===== src/rtl/branch_predictor_pkg.sv =====
// Shared types and helpers for the branch direction predictor: 2-bit counter
// encodings, the table reset value and the table index function.
package branch_predictor_pkg;

    typedef enum logic [1:0] {
        SNT = 2'b00,
        WNT = 2'b01,
        WT  = 2'b10,
        ST  = 2'b11
    } bp_cnt_e;

    localparam bp_cnt_e BP_RST = WNT;

    // Word-aligned PC folded with history; caller truncates to the table index width.
    function automatic logic [31:0] bp_index(input logic [31:0] pc, input logic [31:0] hist);
        return {2'b00, pc[31:2]} ^ hist;
    endfunction

endpackage


===== src/rtl/bp_sat_counter.sv =====
// Next-state function of a 2-bit saturating direction counter (no wrap at either end).
module bp_sat_counter
    import branch_predictor_pkg::*;
(
    input  logic [1:0] i_cur,
    input  logic       i_taken,
    output logic [1:0] o_next_c
);

    always_comb begin
        o_next_c = i_cur;
        if (i_taken) begin
            if (i_cur != ST) o_next_c = i_cur + 2'd1;
        end else begin
            if (i_cur != SNT) o_next_c = i_cur - 2'd1;
        end
    end

endmodule


===== src/rtl/branch_predictor.sv =====
// Table of 2-bit saturating counters with mispredict flag/counter.
// Define BP_GSHARE_EN to XOR a global history register into the table index.
module branch_predictor
    import branch_predictor_pkg::*;
#(
    parameter int unsigned IDX_BITS  = 6,
    parameter int unsigned CNT_W     = 16,
    parameter int unsigned HIST_BITS = 4
) (
    input  logic             clk,
    input  logic             rstn,
    input  logic [31:0]      lookup_pc,
    output logic             pred_taken,
    input  logic             upd_valid,
    input  logic [31:0]      upd_pc,
    input  logic             upd_taken,
    input  logic             upd_pred,
    output logic             mispredict,
    output logic [CNT_W-1:0] mispredict_cnt
);

    localparam int unsigned TBL = 1 << IDX_BITS;

    logic [1:0]          r_table [TBL];
    logic                r_mispredict;
    logic [CNT_W-1:0]    r_cnt;
    logic [31:0]         w_hist;
    logic [IDX_BITS-1:0] w_idx_l;
    logic [IDX_BITS-1:0] w_idx_u;
    logic [1:0]          w_next;
    logic                w_unused;

`ifdef BP_GSHARE_EN
    logic [HIST_BITS-1:0] r_ghr;

    // History shifts on every resolved branch; update indexing uses the pre-shift value.
    always_ff @(posedge clk or negedge rstn) begin
        if (!rstn) begin
            r_ghr <= '0;
        end else if (upd_valid) begin
            r_ghr <= {r_ghr[HIST_BITS-2:0], upd_taken};
        end
    end

    assign w_hist = 32'(r_ghr);
`else
    logic w_unused_hist;

    assign w_hist        = '0;
    assign w_unused_hist = (HIST_BITS == 0);
`endif

    assign w_idx_l = IDX_BITS'(bp_index(lookup_pc, w_hist));
    assign w_idx_u = IDX_BITS'(bp_index(upd_pc, w_hist));

    // Aliasing bits of the PCs deliberately do not reach the index.
    assign w_unused = ^{lookup_pc[31:IDX_BITS+2], lookup_pc[1:0],
                        upd_pc[31:IDX_BITS+2], upd_pc[1:0]};

    bp_sat_counter u_sat (
        .i_cur    (r_table[w_idx_u]),
        .i_taken  (upd_taken),
        .o_next_c (w_next)
    );

    // No bypass: a same-cycle update becomes visible after the edge.
    assign pred_taken = r_table[w_idx_l][1];

    always_ff @(posedge clk or negedge rstn) begin
        if (!rstn) begin
            for (int i = 0; i < int'(TBL); i++) begin
                r_table[i] <= BP_RST;
            end
        end else if (upd_valid) begin
            r_table[w_idx_u] <= w_next;
        end
    end

    always_ff @(posedge clk or negedge rstn) begin
        if (!rstn) begin
            r_mispredict <= 1'b0;
            r_cnt        <= '0;
        end else begin
            r_mispredict <= upd_valid && (upd_pred != upd_taken);
            if (upd_valid && (upd_pred != upd_taken) && (r_cnt != '1)) begin
                r_cnt <= r_cnt + CNT_W'(1);
            end
        end
    end

    assign mispredict     = r_mispredict;
    assign mispredict_cnt = r_cnt;

endmodule


===== config.mk =====
export PLATFORM = sky130hd
export DESIGN_NAME = branch_predictor
export DESIGN_NICKNAME = d
export VERILOG_FILES = /design/src/rtl/branch_predictor_pkg.sv /design/src/rtl/bp_sat_counter.sv /design/src/rtl/branch_predictor.sv
export SDC_FILE = /design/constraint.sdc
export NUM_CORES = 1
export LEC_CHECK = 0
export ABC_AREA = 0
export BUFFER_PORTS_ARGS = -buffer_cell sky130_fd_sc_hd__buf_2
export CELL_PAD_IN_SITES_DETAIL_PLACEMENT = 0
export CELL_PAD_IN_SITES_GLOBAL_PLACEMENT = 2
export CORE_UTILIZATION = 41
export CTS_CLUSTER_SIZE = 10
export DETAILED_ROUTE_END_ITERATION = 10
export PLACE_DENSITY = 0.83
export SETUP_SLACK_MARGIN = 0.02
export SYNTH_ARGS = -nofsm -noshare
export SYNTH_HDL_FRONTEND = slang
export SYNTH_SLANG_ARGS = --single-unit

===== constraint.sdc =====
create_clock -name clk -period 12.95 [get_ports clk]
set_clock_uncertainty 0.15 [all_clocks]
set_input_delay 2.59 -clock clk [delete_from_list [all_inputs] [get_ports clk]]
set_output_delay 2.59 -clock clk [all_outputs]
set_load 0.03 [all_outputs]

==> out/results.tsv <==
stage	metric	value	unit
critical_path	cp_max_fo	16	
synth	yosysTopAreaCell	dfrtp_1	
critical_path	worst_ep_arrival_time	4.91	ns
critical_path	cp-end-kind	primary output	
hold_path	hp-class	register to register	
sta	finalCriticalPeriod	7.65	ns
critical_path	startpoint	lookup_pc[2]	
cts	htree_levels	4	
detailed_routing	routed_wl	19600	um
outcome	status	complete, no violations	
sta	drv_slew	0	
synth	yosysWarnings	0	
critical_path	r2r_start	r_table[1]	
power	power_switching	0.363	mW
cts	cts_tree	done	
synth	ys.flop_type	dfrtp_1	
power	p_leak	3.28	nW
global_route	grt_pass1_wl	31000	um
sta	rsz0062_at_grt	no	
floorplan	die-height	136	um
synth	synth_edf_count	0	
synth	synthesis.nets	787	
floorplan	die_x	136	um
detailed_routing	ant_nets	0	
hold_path	hold_start	r_table[52]	
critical_path	cp_common_cell	mux4_2	
detailed_routing	drt_iter0_drc	393	
cts	cts_root_buf	clkbuf_16	
floorplan	coreArea	17400	um^2
cts	ctsHoldBuffers	0	
final_layout	finalInstanceArea	8240	um^2
sta	max_freq	131	MHz
global_route	antenna_found_initial	0	
synth	synth_top_area_share	27.6	%
sta	slew_headroom	15.6	%
synth	async_reset_ff_share	100	%
detailed_routing	viasPerCell	5.68	
power	power_frac_comb	15.5	%
cts	cts_buffers	17	
synth	synth_seq_cells	145	
detailed_routing	drt-pass1-iter-count	5	
sta	setup_violations	0	
floorplan	rows	48	
cts	cts_resized	0	
global_route	grt-ovfl-total	0	
floorplan	io_pins	87	
critical_path	critPathKind	primary input to primary output	
detailed_routing	route.detailed.drc	0	
power	switching_share	28.6	%
power	p_clk_share	38.5	%
cts	cts_sinks	145	
synth	synth_cells	717	
placed_design	dp_hpwl	12800	um
sta	tns	0	ns
synth	synth_cell_types	59	
placed_design	numPortBuffers	34	
synth	syn_area	7330	um^2
critical_path	required	10.21	ns
critical_path	path_cells	buf_2, mux4_2, mux4_2, mux4_2, buf_2	
synth	yosysMostFrequentCell	nand2_1	
floorplan	initial_core_util	42.2	%
critical_path	critPathMaxStageDelay	0.60	ns
synth	synth.avg_cell_area	10.2	um^2
power	p_seq_share	46.0	%
final_layout	drive_gt1_share	24.7	%
synth	synth_area_leaders	dfrtp_1, dfstp_2, mux4_2, nand2_1, o21ai_0	
global_route	first_global_vias	5434	
final_layout	num-fill-cells	1620	
detailed_routing	dr_total_vias	5531	
global_route	grt_max_degree	96	
critical_path	startpoint_type	primary input	
cts	post-cts-setup-buffer-count	0	
power	p_int	0.905	mW
sta	fin_crit_sh	59.1	%
global_route	grt_usage	22.8	%
critical_path	crit_slowest_cell	mux4_2	
synth	seq_area_frac_synth	50.6	%
cts	clkTransAtPathRegs	0.06	ns
job	cap_violations	0	
final_layout	n_antenna_cell	0	
power	power_density	154	nW/um^2
sta	finalHoldViolations	0	
floorplan	die_area	18400	um^2
sta	tightest_slew	1.26	ns
cts	cts_buffer_depth	2	
synth	synth.top_cells.by_count	nand2_1, o21ai_0, dfrtp_1, dfstp_2, mux4_2	
final_layout	area_growth	12.4	%
power	vdd_drop_max	0.0860	mV
final_layout	final_net_count	806	
cts	clk_latency	0.42	ns
placed_design	place_area	7650	um^2
detailed_routing	wl_per_cell	20.1	um
placed_design	gp_congestion	0.802	
path summary, 6_finish.rpt:
path                                end  slack, ns  cells past startpoint
min                         r_table[52]       0.31                      2
max in group asynchronous   r_table[43]       9.31                      2
min reg2reg                 r_table[52]       0.31                      2
max                          pred_taken       5.30                      5
min in group asynchronous  r_table[101]       2.11                      1
max reg2reg                 r_table[70]       9.29                      8
cell type report:
cell class,instances,area (um^2),share of cell area [%]
sequential,145,3710,45.0
multi-input combinational,527,3430,41.6
clock buffer,21,450,5.47
tap,225,282,3.42
timing repair buffer,39,214,2.60
clock inverter,11,131,1.60
inverter,6,22.5,0.273
flip-flops by register name, summed over array words and instances, names as in the netlist:
name / flops
mispredict: 1
mispredict_cnt: 16
r_table: 128
critical path, delay by kind of cell:
family	cells	cell delay [ns]
multiplexers	3	1.61
buffers and inverters	2	0.69
stage by stage:
step / power (mW) / utilization (%) / hold WS [ns] / std cells / setup slack, ns
after floorplan: 0.717 / - / 0.291 / 717 / 5.10
after global placement: 0.777 / 44.1 / 0.300 / 942 / 5.29
after detailed placement: 0.788 / 44.1 / 0.307 / 942 / 5.28
after CTS: 1.28 / 47.5 / 0.316 / 974 / 5.28
after global routing: 1.32 / 47.5 / 0.321 / 974 / 5.23
final: 1.27 / 47.5 / 0.314 / 974 / 5.30
cell usage in the layout (no fill, tap or decap), types with 8 or more instances in the layout:
| cell | synthesis | final |
|---|---|---|
| buf_2 | 8 | 33 |
| clkbuf_16 | 0 | 17 |
| dfrtp_1 | 81 | 81 |
| dfstp_2 | 64 | 64 |
| mux2_2 | 8 | 8 |
| mux2i_1 | 11 | 11 |
| mux4_2 | 38 | 38 |
| nand2_1 | 208 | 208 |
| nand3_1 | 10 | 10 |
| nor2_1 | 13 | 13 |
| nor2b_1 | 8 | 8 |
| o21ai_0 | 120 | 120 |
| o21ai_1 | 14 | 14 |
| xnor2_1 | 12 | 12 |
power groups by stage:
stage          logic (mW)  clock network (mW)  registers, mW
6_report            0.196               0.488          0.584
5_1_grt             0.217               0.515          0.592
3_5_place_dp        0.198                   0          0.590
4_1_cts             0.198               0.500          0.583
3_3_place_gp        0.192                   0          0.585
2_1_floorplan       0.124                   0          0.593
metal layers:
| metal | global-route usage (%) | vias up | wire length [um] |
|---|---|---|---|
| li1 | - | 2598 | - |
| met1 | 30.7 | 2762 | 8840 |
| met2 | 36.6 | 140 | 9500 |
| met3 | 4.45 | 31 | 835 |
| met4 | 7.80 | 0 | 431 |
| met5 | 0 | - | 0 |
kinds of logic after synthesis:
| logic type | share of synthesized area, % |
|---|---|
| simple gates | 16.7 |
| compound gates | 13.1 |
| flops | 50.6 |
| mux | 14.4 |
| buf+inv | 2.88 |
| xor+xnor | 1.91 |
| fa+ha+maj | 0.324 |
Note: power is estimated with default switching activity, not from simulation.
